### config.mk
export PLATFORM = sky130hd
export DESIGN_NAME = uart_core_param
export DESIGN_NICKNAME = d
export VERILOG_FILES = /design/src/rtl/uart_core_param.sv
export SDC_FILE = /design/constraint.sdc
export NUM_CORES = 1
export LEC_CHECK = 0
export CORE_UTILIZATION = 51
export DETAILED_ROUTE_END_ITERATION = 12
export PLACE_DENSITY = 0.76
export RECOVER_POWER = 50
export SETUP_SLACK_MARGIN = 0.3
export SLEW_MARGIN = 5
export SYNTH_ARGS = -nofsm -noshare
export SYNTH_HDL_FRONTEND = slang
export SYNTH_SLANG_ARGS = --single-unit
### constraint.sdc
create_clock -name clk -period 5.46 [get_ports clk]
set_clock_uncertainty 0.2 [all_clocks]
set_input_delay 0.546 -clock clk [delete_from_list [all_inputs] [get_ports clk]]
set_output_delay 0.546 -clock clk [all_outputs]
set_load 0.05 [all_outputs]
### src/rtl/uart_core_param.sv
// uart_core_param: parametrised full-duplex UART transceiver.
//   Shared tick generator (DIV = CLK_FREQ/(BAUD*OVERSAMPLE), minimum 1), a TX
//   serialiser and an oversampling RX deserialiser with parity/framing checks.
// Optional feature: define UART_CORE_LOOPBACK_EN to add the 'loopback' input,
//   which routes the internal TX output into the RX synchroniser and holds
//   tx_line high.
// Ports:
//   clk, reset (async, active-low)
//   tx_start, tx_data -> tx_busy, tx_done, tx_line
//   rx_line -> rx_data, rx_done, rx_parity_err, rx_frame_err
//   loopback (only with UART_CORE_LOOPBACK_EN)
module uart_core_param #(
    parameter int unsigned CLK_FREQ   = 50000000,
    parameter int unsigned BAUD       = 115200,
    parameter int unsigned DATA_BITS  = 8,
    parameter int unsigned PARITY     = 0,
    parameter int unsigned STOP_BITS  = 1,
    parameter int unsigned OVERSAMPLE = 16
) (
    input  logic                 clk,
    input  logic                 reset,
    input  logic                 tx_start,
    input  logic [DATA_BITS-1:0] tx_data,
    output logic                 tx_busy,
    output logic                 tx_done,
    output logic                 tx_line,
    input  logic                 rx_line,
    output logic [DATA_BITS-1:0] rx_data,
    output logic                 rx_done,
    output logic                 rx_parity_err,
    output logic                 rx_frame_err
`ifdef UART_CORE_LOOPBACK_EN
    ,
    input  logic                 loopback
`endif
);

    localparam int unsigned DIV_RAW = CLK_FREQ / (BAUD * OVERSAMPLE);
    localparam int unsigned DIV     = (DIV_RAW < 1) ? 1 : DIV_RAW;
    localparam int unsigned DIV_W   = (DIV > 1) ? $clog2(DIV) : 1;
    localparam int unsigned OS_W    = $clog2(OVERSAMPLE);
    localparam int unsigned HALF    = OVERSAMPLE / 2;
    localparam int unsigned BIT_W   = $clog2(DATA_BITS + 1);
    localparam bit          PAR_EN  = (PARITY != 0);
    localparam bit          PAR_ODD = (PARITY == 2);

    typedef enum logic [2:0] {TX_IDLE, TX_START, TX_DATA, TX_PARITY, TX_STOP} tx_state_e;
    typedef enum logic [2:0] {RX_IDLE, RX_START, RX_DATA, RX_PARITY, RX_STOP} rx_state_e;

    // ---------------- tick generator ----------------
    logic [DIV_W-1:0] div_cnt_q, div_cnt_d;
    logic             tick_c;

    assign tick_c    = (div_cnt_q == DIV_W'(DIV - 1));
    assign div_cnt_d = tick_c ? '0 : div_cnt_q + DIV_W'(1);

    always_ff @(posedge clk or negedge reset) begin
        if (!reset) div_cnt_q <= '0;
        else        div_cnt_q <= div_cnt_d;
    end

    // ---------------- TX ----------------
    tx_state_e            tx_state_q, tx_state_d;
    logic [DATA_BITS-1:0] tx_shift_q, tx_shift_d;
    logic                 tx_par_q, tx_par_d;
    logic [OS_W-1:0]      tx_os_q, tx_os_d;
    logic [BIT_W-1:0]     tx_bit_q, tx_bit_d;
    logic                 tx_line_q, tx_line_d;
    logic                 tx_busy_q, tx_busy_d;
    logic                 tx_done_q, tx_done_d;
    logic                 tx_load;
    logic                 tx_bit_end_c;

    assign tx_bit_end_c = tick_c && (tx_os_q == OS_W'(OVERSAMPLE - 1));

    // The last stop-bit edge also acts as the IDLE decision point, so a held
    // tx_start chains the next frame with no gap on the line.
    always_comb begin
        tx_state_d = tx_state_q;
        tx_shift_d = tx_shift_q;
        tx_par_d   = tx_par_q;
        tx_os_d    = tx_os_q;
        tx_bit_d   = tx_bit_q;
        tx_line_d  = tx_line_q;
        tx_busy_d  = tx_busy_q;
        tx_done_d  = 1'b0;
        tx_load    = 1'b0;
        if (tick_c && (tx_state_q != TX_IDLE)) tx_os_d = tx_os_q + OS_W'(1);
        case (tx_state_q)
            TX_IDLE: tx_load = tx_start;
            TX_START: if (tx_bit_end_c) begin
                tx_state_d = TX_DATA;
                tx_line_d  = tx_shift_q[0];
            end
            TX_DATA: if (tx_bit_end_c) begin
                if (tx_bit_q == BIT_W'(DATA_BITS - 1)) begin
                    tx_bit_d = '0;
                    if (PAR_EN) begin
                        tx_state_d = TX_PARITY;
                        tx_line_d  = tx_par_q;
                    end else begin
                        tx_state_d = TX_STOP;
                        tx_line_d  = 1'b1;
                    end
                end else begin
                    tx_bit_d   = tx_bit_q + BIT_W'(1);
                    tx_shift_d = tx_shift_q >> 1;
                    tx_line_d  = tx_shift_q[1];
                end
            end
            TX_PARITY: if (tx_bit_end_c) begin
                tx_state_d = TX_STOP;
                tx_line_d  = 1'b1;
                tx_bit_d   = '0;
            end
            TX_STOP: if (tx_bit_end_c) begin
                if (tx_bit_q == BIT_W'(STOP_BITS - 1)) begin
                    tx_done_d  = 1'b1;
                    tx_busy_d  = 1'b0;
                    tx_state_d = TX_IDLE;
                    tx_load    = tx_start;
                end else begin
                    tx_bit_d = tx_bit_q + BIT_W'(1);
                end
            end
            default: tx_state_d = TX_IDLE;
        endcase
        if (tx_load) begin
            tx_state_d = TX_START;
            tx_shift_d = tx_data;
            tx_par_d   = (^tx_data) ^ PAR_ODD;
            tx_os_d    = '0;
            tx_bit_d   = '0;
            tx_line_d  = 1'b0;
            tx_busy_d  = 1'b1;
        end
    end

    always_ff @(posedge clk or negedge reset) begin
        if (!reset) begin
            tx_state_q <= TX_IDLE;
            tx_shift_q <= '0;
            tx_par_q   <= 1'b0;
            tx_os_q    <= '0;
            tx_bit_q   <= '0;
            tx_line_q  <= 1'b1;
            tx_busy_q  <= 1'b0;
            tx_done_q  <= 1'b0;
        end else begin
            tx_state_q <= tx_state_d;
            tx_shift_q <= tx_shift_d;
            tx_par_q   <= tx_par_d;
            tx_os_q    <= tx_os_d;
            tx_bit_q   <= tx_bit_d;
            tx_line_q  <= tx_line_d;
            tx_busy_q  <= tx_busy_d;
            tx_done_q  <= tx_done_d;
        end
    end

    assign tx_busy = tx_busy_q;
    assign tx_done = tx_done_q;

    // ---------------- RX source select ----------------
    logic rx_src_c;
`ifdef UART_CORE_LOOPBACK_EN
    assign rx_src_c = loopback ? tx_line_q : rx_line;
    assign tx_line  = tx_line_q | loopback;
`else
    assign rx_src_c = rx_line;
    assign tx_line  = tx_line_q;
`endif

    // ---------------- RX ----------------
    logic                 sync1_q, sync2_q, prev_q;
    rx_state_e            rx_state_q, rx_state_d;
    logic [OS_W-1:0]      rx_os_q, rx_os_d;
    logic [BIT_W-1:0]     rx_bit_q, rx_bit_d;
    logic [DATA_BITS-1:0] rx_shift_q, rx_shift_d;
    logic                 rx_par_q, rx_par_d;
    logic                 rx_facc_q, rx_facc_d;
    logic [DATA_BITS-1:0] rx_data_q, rx_data_d;
    logic                 rx_done_q, rx_done_d;
    logic                 rx_perr_q, rx_perr_d;
    logic                 rx_ferr_q, rx_ferr_d;
    logic                 rx_fall_c, rx_mid_c, rx_half_c;

    assign rx_fall_c = prev_q & ~sync2_q;
    assign rx_mid_c  = tick_c && (rx_os_q == OS_W'(OVERSAMPLE - 1));
    assign rx_half_c = tick_c && (rx_os_q == OS_W'(HALF - 1));

    // Sample points: half a bit after the start edge, then every full bit.
    always_comb begin
        rx_state_d = rx_state_q;
        rx_os_d    = rx_os_q;
        rx_bit_d   = rx_bit_q;
        rx_shift_d = rx_shift_q;
        rx_par_d   = rx_par_q;
        rx_facc_d  = rx_facc_q;
        rx_data_d  = rx_data_q;
        rx_done_d  = 1'b0;
        rx_perr_d  = rx_perr_q;
        rx_ferr_d  = rx_ferr_q;
        if (tick_c && (rx_state_q != RX_IDLE)) rx_os_d = rx_os_q + OS_W'(1);
        case (rx_state_q)
            RX_IDLE: if (rx_fall_c) begin
                rx_state_d = RX_START;
                rx_os_d    = '0;
            end
            RX_START: if (rx_half_c) begin
                rx_os_d = '0;
                if (sync2_q) begin
                    rx_state_d = RX_IDLE;
                end else begin
                    rx_state_d = RX_DATA;
                    rx_bit_d   = '0;
                    rx_facc_d  = 1'b0;
                end
            end
            RX_DATA: if (rx_mid_c) begin
                rx_shift_d = {sync2_q, rx_shift_q[DATA_BITS-1:1]};
                if (rx_bit_q == BIT_W'(DATA_BITS - 1)) begin
                    rx_bit_d   = '0;
                    rx_state_d = PAR_EN ? RX_PARITY : RX_STOP;
                end else begin
                    rx_bit_d = rx_bit_q + BIT_W'(1);
                end
            end
            RX_PARITY: if (rx_mid_c) begin
                rx_par_d   = sync2_q;
                rx_state_d = RX_STOP;
            end
            RX_STOP: if (rx_mid_c) begin
                if (rx_bit_q == BIT_W'(STOP_BITS - 1)) begin
                    rx_done_d  = 1'b1;
                    rx_data_d  = rx_shift_q;
                    rx_perr_d  = PAR_EN && (rx_par_q != ((^rx_shift_q) ^ PAR_ODD));
                    rx_ferr_d  = rx_facc_q | ~sync2_q;
                    rx_state_d = RX_IDLE;
                end else begin
                    rx_facc_d = rx_facc_q | ~sync2_q;
                    rx_bit_d  = rx_bit_q + BIT_W'(1);
                end
            end
            default: rx_state_d = RX_IDLE;
        endcase
    end

    always_ff @(posedge clk or negedge reset) begin
        if (!reset) begin
            sync1_q    <= 1'b1;
            sync2_q    <= 1'b1;
            prev_q     <= 1'b1;
            rx_state_q <= RX_IDLE;
            rx_os_q    <= '0;
            rx_bit_q   <= '0;
            rx_shift_q <= '0;
            rx_par_q   <= 1'b0;
            rx_facc_q  <= 1'b0;
            rx_data_q  <= '0;
            rx_done_q  <= 1'b0;
            rx_perr_q  <= 1'b0;
            rx_ferr_q  <= 1'b0;
        end else begin
            sync1_q    <= rx_src_c;
            sync2_q    <= sync1_q;
            prev_q     <= sync2_q;
            rx_state_q <= rx_state_d;
            rx_os_q    <= rx_os_d;
            rx_bit_q   <= rx_bit_d;
            rx_shift_q <= rx_shift_d;
            rx_par_q   <= rx_par_d;
            rx_facc_q  <= rx_facc_d;
            rx_data_q  <= rx_data_d;
            rx_done_q  <= rx_done_d;
            rx_perr_q  <= rx_perr_d;
            rx_ferr_q  <= rx_ferr_d;
        end
    end

    assign rx_data       = rx_data_q;
    assign rx_done       = rx_done_q;
    assign rx_parity_err = rx_perr_q;
    assign rx_frame_err  = rx_ferr_q;

endmodule
==> impl_results.md <==
- CTS tree: done
- Worst-Skew Late Latency: 340 ps
- Non-Filler Instances: 389
- Vias: 2209
- Crit path launch type: input port
- Total global routing overflow: 0
- Final Critical Period: 3240 ps
- Failing checks: max-capacitance violations, max-slew violations
- Drc violations: 0
- Top Usage Layer GRT: met2
- DP HPWL: 3550 µm
- Peak Freq: 0.309 GHz
- H-tree depth: 3
- # diodes: 0
- Width of the die: 79.0 µm
- Layout cell share with drive strength beyond 1: 0.167
- I/O pin cnt: 26
- Initial Util: 0.539
- PD cells: 310 nW/µm²
- Worst path required time: 5030 ps
- Global-route wire length before repair: 9480 µm
- GR Util All Layers: 0.197
- Clk buf depth: 2
- Core footprint: 5610 µm²
- Post-synth EDFFs: 0
- Final hold violation count: 0
- CTS Root Cell: clkbuf_8
- Worst hold-check path type: register to register
- Synth unique cells: 52
- Number of iterations in the first detailed-routing pass: 5
- Via-to-Cell Ratio: 5.68
- Synthesized instance count: 287
- Crit path kind: input port to async pin
- Register area share after synthesis: 0.499
- Least-Margin Pin Slew: 3060 ps
- Final Setup Violations: 0
- Yosys warns: 0
- Filler cells: 446
- Worst path cell trace: buf_2, clkbuf_1
- Resized Gates After CTS: 0
- Global Route met3 Usage: 0.0483
- Worst EP arrival: 2800 ps
- Setup TNS: 0 ps
- Most used DFF post-synth: dfrtp_1
- Max cap viols: 1
- Unrepaired setup endpoints after global routing: no
- Crit-path slowest cell: clkbuf_1
- Delay-heaviest family, CP: buffers and inverters
- Detailed Route WL: 5370 µm
- Status: finished with violations
- Post-layout nets: 332
- FFs w/ async S/R, synth: 1.00
- DR WL/cell: 13.8 µm
- FF+latch count, synth: 60
- Area grow syn2layout: 17.1%
- CP Max Fanout: 60
- CP peak stage delay: 2150 ps
- Relative slew slack: -1.04
- Routed Antenna Nets: 0
- FP Rows: 27
- CP Capture Type: async pin
- Num CTS Buffers: 9
- Die outline height: 79.0 µm
- Met2 usage: 0.314
- Pin count of the biggest net entering global routing: 61
- Initial antenna violation count: 0
- Cells after DPL: 373
- Peak VDD IR: 0.197 mV
- DR iter-0 viols: 185
- Net count after synthesis: 307
- Hold buffers post-CTS: 0
- GP Congestion: 0.751
- Final period util: 0.593
- Avg Inst Size Synth: 10.5 µm²
- Port-buffer cells: 24
- Post-CTS Repair Setup Buffers: 0
- Clk sink count: 60
- Die ar.: 6230 µm²
- Leakage: 1.56 nW
- Worst Path Buf+Inv: 2
- Clock slew seen by the registers of the worst setup and hold paths: 60 ps
- Final Max Slew Viols: 61
- Synthesized area: 3020 µm²
- Vias in the first global route: 2113
- Global routing usage on met1: 0.257
[per-stage QoR]
step           cell area [µm²]   util  setup WS [ps]  power, W  hold slack (ps)
4_1_cts                   3540  0.631           2880   0.00111              156
2_1_floorplan             3020      -           3180  0.000606             50.4
3_3_place_gp              3300  0.589           2980  0.000641              146
5_1_grt                   3540  0.631           1500   0.00115              168
3_5_place_dp              3300  0.589           2880  0.000646              150
6_report                  3540  0.631           2220   0.00110              161
[kinds of logic after synthesis]
group                      Yosys count  synth area share
AOI/OAI and AO/OA                   63             0.136
xor gates and xnor gates             8            0.0232
adders and majority gates            8            0.0331
buffers and inverters               26            0.0373
DFF                                 60             0.499
muxes                               26            0.0932
other                                1           0.00124
and+or+nand+nor                     95             0.177
[metal layers]
layer  vias up  wire [µm]
met3        10        223
met2        64       2590
li1       1078          -
met4         0        106
met1      1057       2450
met5         -          0
[flip-flops by register name, indices dropped and copies added, names as in the netlist, 3 cells and up]
signal      flops
tx_os_q         4
rx_state_q      3
tx_state_q      3
tx_bit_q        4
rx_bit_q        4
rx_data         8
rx_shift_q      8
rx_os_q         4
div_cnt_q       5
tx_shift_q      8
[placed cells by master (no fill, tap or decap), types with 2 or more instances in the layout]
master           synthesis  routed
nand3_1                 10      10
dfstp_2                  4       3
dfrtp_1                 56      56
nor3b_1                  7       7
o21ai_0                 24      24
mux2_2                  17      17
nor2b_1                  2       2
o31ai_1                  6       6
xor2_1                   5       5
xnor2_1                  3       3
inv_1                   13      13
buf_4                    2       2
bufinv_16                0       2
or3b_2                   3       3
nand4_1                  5       5
clkbuf_8                 0      12
nand2_1                 19      19
clkdlybuf4s50_1          0      22
nand3b_1                 2       2
a21boi_0                 3       3
ha_1                     8       8
nor3_1                   9       9
a21oi_1                 13      13
clkinv_2                 0       2
a31oi_1                  4       4
mux2i_1                  9       9
nor2_1                  25      25
[final cells by class]
class,count,area [µm²],area share
Sequential cell,60,1510,0.426
Timing Repair Buffer,27,254,0.0718
Clock buffer,12,165,0.0467
Multi-Input combinational cell,201,1400,0.396
Inverter,13,48.8,0.0138
Tap cell,72,90.1,0.0255
Clock inverter,4,70.1,0.0198
[final timing paths]
path,slack [ps],endpoint,start,cells past startpoint
max,2220,tx_os_q[2],reset,2
min,160,sync2_q,sync1_q,0
max reg2reg,2890,rx_bit_q[3],div_cnt_q[0],7
min reg2reg,160,sync2_q,sync1_q,0
max in group clk,2890,rx_bit_q[3],div_cnt_q[0],7
min in group asynchronous,1110,rx_bit_q[2],reset,2
[power breakdown]
group	internal, W	total (W)	switching [W]
logic	0.0000528	0.000115	0.0000620
registers	0.000487	0.000522	0.0000356
clock network	0.000293	0.000458	0.000166
total	0.000832	0.00110	0.000263
[cell usage after synthesis (2+ instances only)]
cell type	instances	area, µm²
dfrtp_1	56	1400
nor2_1	25	93.8
o21ai_0	24	120
nand2_1	19	71.3
mux2_2	17	191
a21oi_1	13	65.1
inv_1	13	48.8
nand3_1	10	50.1
mux2i_1	9	90.1
nor3_1	9	45.0
ha_1	8	100
nor3b_1	7	52.6
buf_2	6	30.0
o31ai_1	6	45.0
clkbuf_1	5	18.8
nand4_1	5	31.3
xor2_1	5	43.8
a31oi_1	4	25.0
dfstp_2	4	105
a21boi_0	3	22.5
or3b_2	3	26.3
xnor2_1	3	26.3
buf_4	2	15.0
nand3b_1	2	15.0
nor2b_1	2	12.5
[worst register-to-register path, delay by kind of cell, from the launching register on]
kind	cells	cell delay (ps)
flip-flops	1	410
buffers and inverters	1	70
AND/OR/NAND/NOR	4	1280
AO/OA/AOI/OAI	1	300
adder cells (fa/ha/maj)	1	240
Note: power is estimated with default switching activity, not from simulation.
==> patch 1: new RTL, same settings <==
Add a define of `UART_CORE_LOOPBACK_EN`.
--- a/src/rtl/uart_core_param.sv
+++ b/src/rtl/uart_core_param.sv
@@ -11,2 +11,4 @@
 //   loopback (only with UART_CORE_LOOPBACK_EN)
+`define UART_CORE_LOOPBACK_EN
+
 module uart_core_param #(
Ports: changed (added loopback); port bits go from 26 to 27. No check against the original RTL was run, so the function may have changed too.
==> patch 1 against the original RTL <==
The run still ends with capacitance limit, slew limit left. Area after synthesis increased by 3.6%. Via count increased by 1.9%. Wire length increased by 2.8%. Worst setup slack got worse by 0.027 ns. Sequential cell count unchanged. Die area increased by 3.5%. Design area increased by 2.5%. Critical path depth unchanged. Synthesized cell count unchanged. Final cell count increased by 0.26%. First-iteration DRC count decreased by 32%. Critical path type unchanged.
Power is not compared: it rests on default switching activity, and its combinational part moved more than twofold at a synthesized area within 25%.
==> patch 1: results (changes against the original RTL) <==
outcome: "finished with violations"  # unchanged
violations: "capacitance limit, slew limit"  # unchanged
m1WireLength_um: 2650  # was 2450 um
ys_warn_count: 0  # unchanged
clock_insertion_delay_worst_skew_ns: 0.33
post_cts_buffers: 0  # unchanged
slew_violations: 61  # unchanged
grt_first_pass_wirelength_um: 9790  # was 9480 um
cts_buffers: 9  # unchanged
grt_use_met2_pct: 29.6  # was 31.4%
cp-startpoint: "reset"  # unchanged
crit_slowest_cell: "clkbuf_1"  # unchanged
synth_mux_area_share_pct: 11.8  # was 9.32%
cts.htree.levels: 3  # unchanged
use_met1_pct: 27.4  # was 25.7%
cp_top_family: "buffers and inverters"  # unchanged
cpPeakStageDelay_ns: 2.17  # was 2.15 ns
critical_path_arrival_ns: 2.82  # was 2.80 ns
grt_start_max_net_pins: 61  # unchanged
drt_iter0_markers: 125  # was 185
r2r-end: "rx_data[6]$_DFFE_PN0P_"  # was rx_bit_q[3]$_DFFE_PN0P_
cap_viol_max_count: 1  # unchanged
whs_path_depth: 0  # unchanged
gr-usage-met3_pct: 4.43  # was 4.83%
layout-drive-gt1-share_pct: 19.4  # was 16.7%
worstMarginPinSlew_ns: 3.08  # was 3.06 ns
gp_congestion: 0.853  # was 0.751
hold_start: "sync1_q$_DFF_PN1_"  # unchanged
regToRegSetupSlack_ns: 2.63  # was 2.89 ns
dr_wl_met2_um: 2620  # was 2590 um
yosysSeqAreaShare_pct: 48.2  # was 49.9%
synth_common_cells: "dfrtp_1 (56), nor2_1 (25), mux2_2 (22)"  # was dfrtp_1 (56), nor2_1 (25), o21ai_0 (24)
cp-endpoint: "div_cnt_q[0]$_DFF_PN0_"  # was tx_os_q[2]$_DFFE_PN0P_
clock_path_buffers: 2  # unchanged
grt_usage_pct: 20.0  # was 19.7%
async_flop_share_pct: 100  # unchanged
synth_fp_nets: 308  # was 307
port_buffers: 25  # was 24
yosys.area_share.adder_pct: 3.20  # was 3.31%
cts.clk_slew.worst_paths_ns: 0.07
viasPerCell: 5.77  # was 5.68
ys_types: 60  # was 52
synth_top_family_by_area: "simple AND/OR/NAND/NOR gates"  # unchanged
grt_pass1_vias: 2135  # was 2113
drt_first_pass_iters: 5  # unchanged
wl_um: 5520  # was 5370 um
r2r.worst_path.cells: 5  # was 7
synthXorXnorAreaFrac_pct: 2.24  # was 2.32%
netlist_top_cells_area: "dfrtp_1 (45%), mux2_2 (7.9%), dfstp_2 (3.4%)"  # was dfrtp_1 (46%), mux2_2 (6.3%), o21ai_0 (4.0%)
dr_wl_met3_um: 183  # was 223 um
synth-compound-area-share_pct: 11.2  # was 13.6%
antenna_cells: 0  # unchanged
max-vdd-ir-drop_mv: 0.169
top_layer: "met4"  # unchanged
dp_hpwl_um: 3790  # was 3550 um
post_cts_resized: 0  # unchanged
rr_startpoint: "rx_bit_q[0]$_DFFE_PN0P_"  # was div_cnt_q[0]$_DFF_PN0_
nNetsFinal: 331  # was 332
antenna_found_initial: 0  # unchanged
==> patch 1: changes by cell type in the layout (fill, tap and decap cells not counted), moves of 4 or more <==
cell | before | now
mux2i_1 | 9 | 3
nand3_1 | 10 | 14
a21oi_1 | 13 | 6
nand2_1 | 19 | 11
mux2_4 | 0 | 6
mux2_2 | 17 | 22
nor3b_1 | 7 | 3
o21ai_0 | 24 | 15
==> patch 1: report_power, final <==
| part | leakage [uW] | switching [uW] | internal, uW |
|---|---|---|---|
| sequential | 0.000773 | 12.7 | 451 |
| clock | 0.000105 | 174 | 268 |
| combinational | 0.000738 | 20.4 | 18.2 |
==> patch 1: through the flow <==
step / cells / hold WS (ns) / worst slack [ns] / utilization, % / cell area, um2
2_1_floorplan: 287 / 0.0504 / 3.15 / - / 3130
3_3_place_gp: 374 / 0.146 / 2.67 / 57.5 / 3400
3_5_place_dp: 374 / 0.147 / 2.60 / 57.5 / 3400
4_1_cts: 390 / 0.157 / 2.59 / 61.3 / 3630
5_1_grt: 390 / 0.170 / 1.41 / 61.2 / 3620
6_report: 390 / 0.161 / 2.20 / 61.2 / 3620
==> patch 1: final cells by class <==
cell class	count	area, um2
fillers	499	2300
multi-input cells	202	1510
flip-flops and latches	60	1510
repair buffers	26	249
clock buffers	10	138
well taps	75	93.8
clock inverters	6	87.6
inverters	11	41.3
==> patch 1: kinds of logic (layout without fill, tap and decap cells) <==
kind of cell             after synthesis  after routing
flip-flops                            60             60
other                                  1              1
AO/OA/AOI/OAI                         51             51
multiplexers                          31             31
adder cells (fa/ha/maj)                8              8
buffers and inverters                 25             53
AND/OR/NAND/NOR                      103            103
XOR/XNOR                               8              8
==> patch 2: new RTL, same settings <==
Made on the original files. Re-encode `tx_state_e` (5 states) as one-hot, 5 bits wide.
--- a/src/rtl/uart_core_param.sv
+++ b/src/rtl/uart_core_param.sv
@@ -46,3 +46,3 @@
 
-    typedef enum logic [2:0] {TX_IDLE, TX_START, TX_DATA, TX_PARITY, TX_STOP} tx_state_e;
+    typedef enum logic [4:0] {TX_IDLE = 5'b00001, TX_START = 5'b00010, TX_DATA = 5'b00100, TX_PARITY = 5'b01000, TX_STOP = 5'b10000} tx_state_e;
     typedef enum logic [2:0] {RX_IDLE, RX_START, RX_DATA, RX_PARITY, RX_STOP} rx_state_e;
Formal check against the unedited RTL: no difference found for any inputs over 10 cycles, from zero or initial values and one cycle with reset low; not proved beyond that.
==> patch 2 against the original RTL <==
First-iteration DRC count decreased by 43%. Combinational power increased by 11%. Worst setup slack improved by 0.73 ns. Power decreased by 3.6%. Global-route usage increased by 0.39 points. Fmax increased by 29%. Wire length increased by 3.1%. Sequential cell count increased by 1. Area after synthesis increased by 1.2%. Design area decreased by 0.81%.
==> patch 2: results (changes against the original RTL) <==
cp_top_family: "simple AND/OR/NAND/NOR gates"  # was buffers and inverters
synth_fp_nets: 298  # was 307
outcome: "completed"  # was finished with violations
vias: 2113  # was 2209
drt_first_pass_iters: 4  # was 5
wl_um: 5540  # was 5370 um
layout-drive-gt1-share_pct: 17.8  # was 16.7%
grt_start_max_net_pins: 62  # was 61
netlist_top_cells_area: "dfrtp_1 (46%), mux2_2 (5.9%), mux2i_1 (4.6%)"  # was dfrtp_1 (46%), mux2_2 (6.3%), o21ai_0 (4.0%)
slew_headroom_pct: 51.6  # was -104%
cp-endpoint: "rx_data[2]$_DFFE_PN0P_"  # was tx_os_q[2]$_DFFE_PN0P_
post_cts_buffers: 0  # unchanged
ys_warn_count: 0  # unchanged
gp_congestion: 0.792  # was 0.751
max-vdd-ir-drop_mv: 0.215  # was 0.197 mV
clock_path_buffers: 2  # unchanged
hold_ws_ns: 0.158  # was 0.161 ns
post_cts_resized: 0  # unchanged
ys_types: 53  # was 52
async_flop_share_pct: 100  # unchanged
dp.cells: 365  # was 373
antenna_cells: 0  # unchanged
cts.htree.levels: 3  # unchanged
synth_common_cells: "dfrtp_1 (56), nor2_1 (25), o21ai_0 (23)"  # was dfrtp_1 (56), nor2_1 (25), o21ai_0 (24)
clock_insertion_delay_worst_skew_ns: 0.34  # about the same
nNetsFinal: 324  # was 332
wire_per_inst_um: 14.5  # was 13.8 um
hp-class: "in -> async"  # was reg -> reg
cts_buffers: 9  # unchanged
syn_area_mm2: 0.00306  # was 0.00302 mm2
finalCriticalPeriod_ns: 2.51  # was 3.24 ns
worstPathMaxFanout: 11  # was 60
start_kind: "flop"  # was input pin
yosysSeqAreaShare_pct: 50.1  # was 49.9%
power.switching_uw: 296  # was 263 uW
critical_path_arrival_ns: 2.53  # was 2.80 ns
yosys_most_used_dff: "dfrtp_1"  # unchanged
grt_usage_pct: 20.1  # was 19.7%
cpPeakStageDelay_ns: 0.47  # was 2.15 ns
pre_cts_ws_ns: 2.95  # was 2.88 ns
cts.clk_slew.worst_paths_ns: 0.07
regToRegSetupSlack_ns: 2.95  # was 2.89 ns
hold_viol: 0  # unchanged
dpl_cell_area_mm2: 0.00332  # was 0.00330 mm2
grt_first_pass_wirelength_um: 9510  # was 9480 um
avgSynthCellArea_um2: 11.0  # was 10.5 um2
grt_pass1_vias: 2006  # was 2113
crit_slowest_cell: "and4b_1"  # was clkbuf_1
dp_hpwl_um: 3700  # was 3550 um
drt_iter0_markers: 105  # was 185
port_buffers: 24  # unchanged
rr_startpoint: "div_cnt_q[0]$_DFF_PN0_"  # unchanged
antenna_found_initial: 0  # unchanged
r2r.worst_path.cells: 7  # unchanged
cts_root_buf: "clkbuf_8"  # unchanged
p_leak_uw: 0.00154  # was 0.00156 uW
[patch 2: cell types whose count changed after synthesis, sizes merged, moves of 3 or more]
| cell | unedited run | this run |
|---|---|---|
| a21oi | 13 | 3 |
| nor3b | 7 | 1 |
| inv | 13 | 8 |
| mux2i | 9 | 14 |
| nor2b | 2 | 7 |
| or3 | 1 | 6 |
| nor3 | 10 | 6 |
| o21a | 0 | 4 |
| a21boi | 3 | 0 |
| and2 | 0 | 3 |
| clkbuf | 5 | 2 |
| nand2 | 19 | 22 |
| nand4 | 5 | 2 |
| o31ai | 6 | 3 |
[patch 2: final cells by class]
type                    count  area, um2
multi-input cells         198       1420
inverters                   8       30.0
well taps                  72       90.1
clock inverters             5       52.6
flip-flops and latches     61       1530
clock buffers              11        131
fillers                   439       2130
repair buffers             26        250
[patch 2: kinds of logic after synthesis]
group / Yosys count / share of synthesized area, %
and+or+nand+nor: 101 / 19.8
DFF: 61 / 50.1
AOI/OAI and AO/OA: 48 / 9.98
muxes: 30 / 10.5
buffers and inverters: 19 / 3.40
xor gates and xnor gates: 10 / 2.86
adders and majority gates: 8 / 3.27
other: 1 / 0.123
[patch 2: per-layer routing]
| layer | share of wire, % | up-vias | GRT usage (%) |
|---|---|---|---|
| met3 | 3.0 | 7 | 5.14 |
| met5 | 0 | - | 0 |
| met1 | 51 | 1038 | 28.1 |
| li1 | - | 1038 | - |
| met4 | 1.4 | 0 | 9.45 |
| met2 | 45 | 30 | 29.0 |
[patch 2: power by group through the flow]
stage	sequential (uW)	combinational, uW	clock, uW
after detailed placement	549	130	0
after global routing	549	146	414
final	542	128	386
after floorplan	526	108	0
after CTS	541	131	391
after global placement	546	124	0
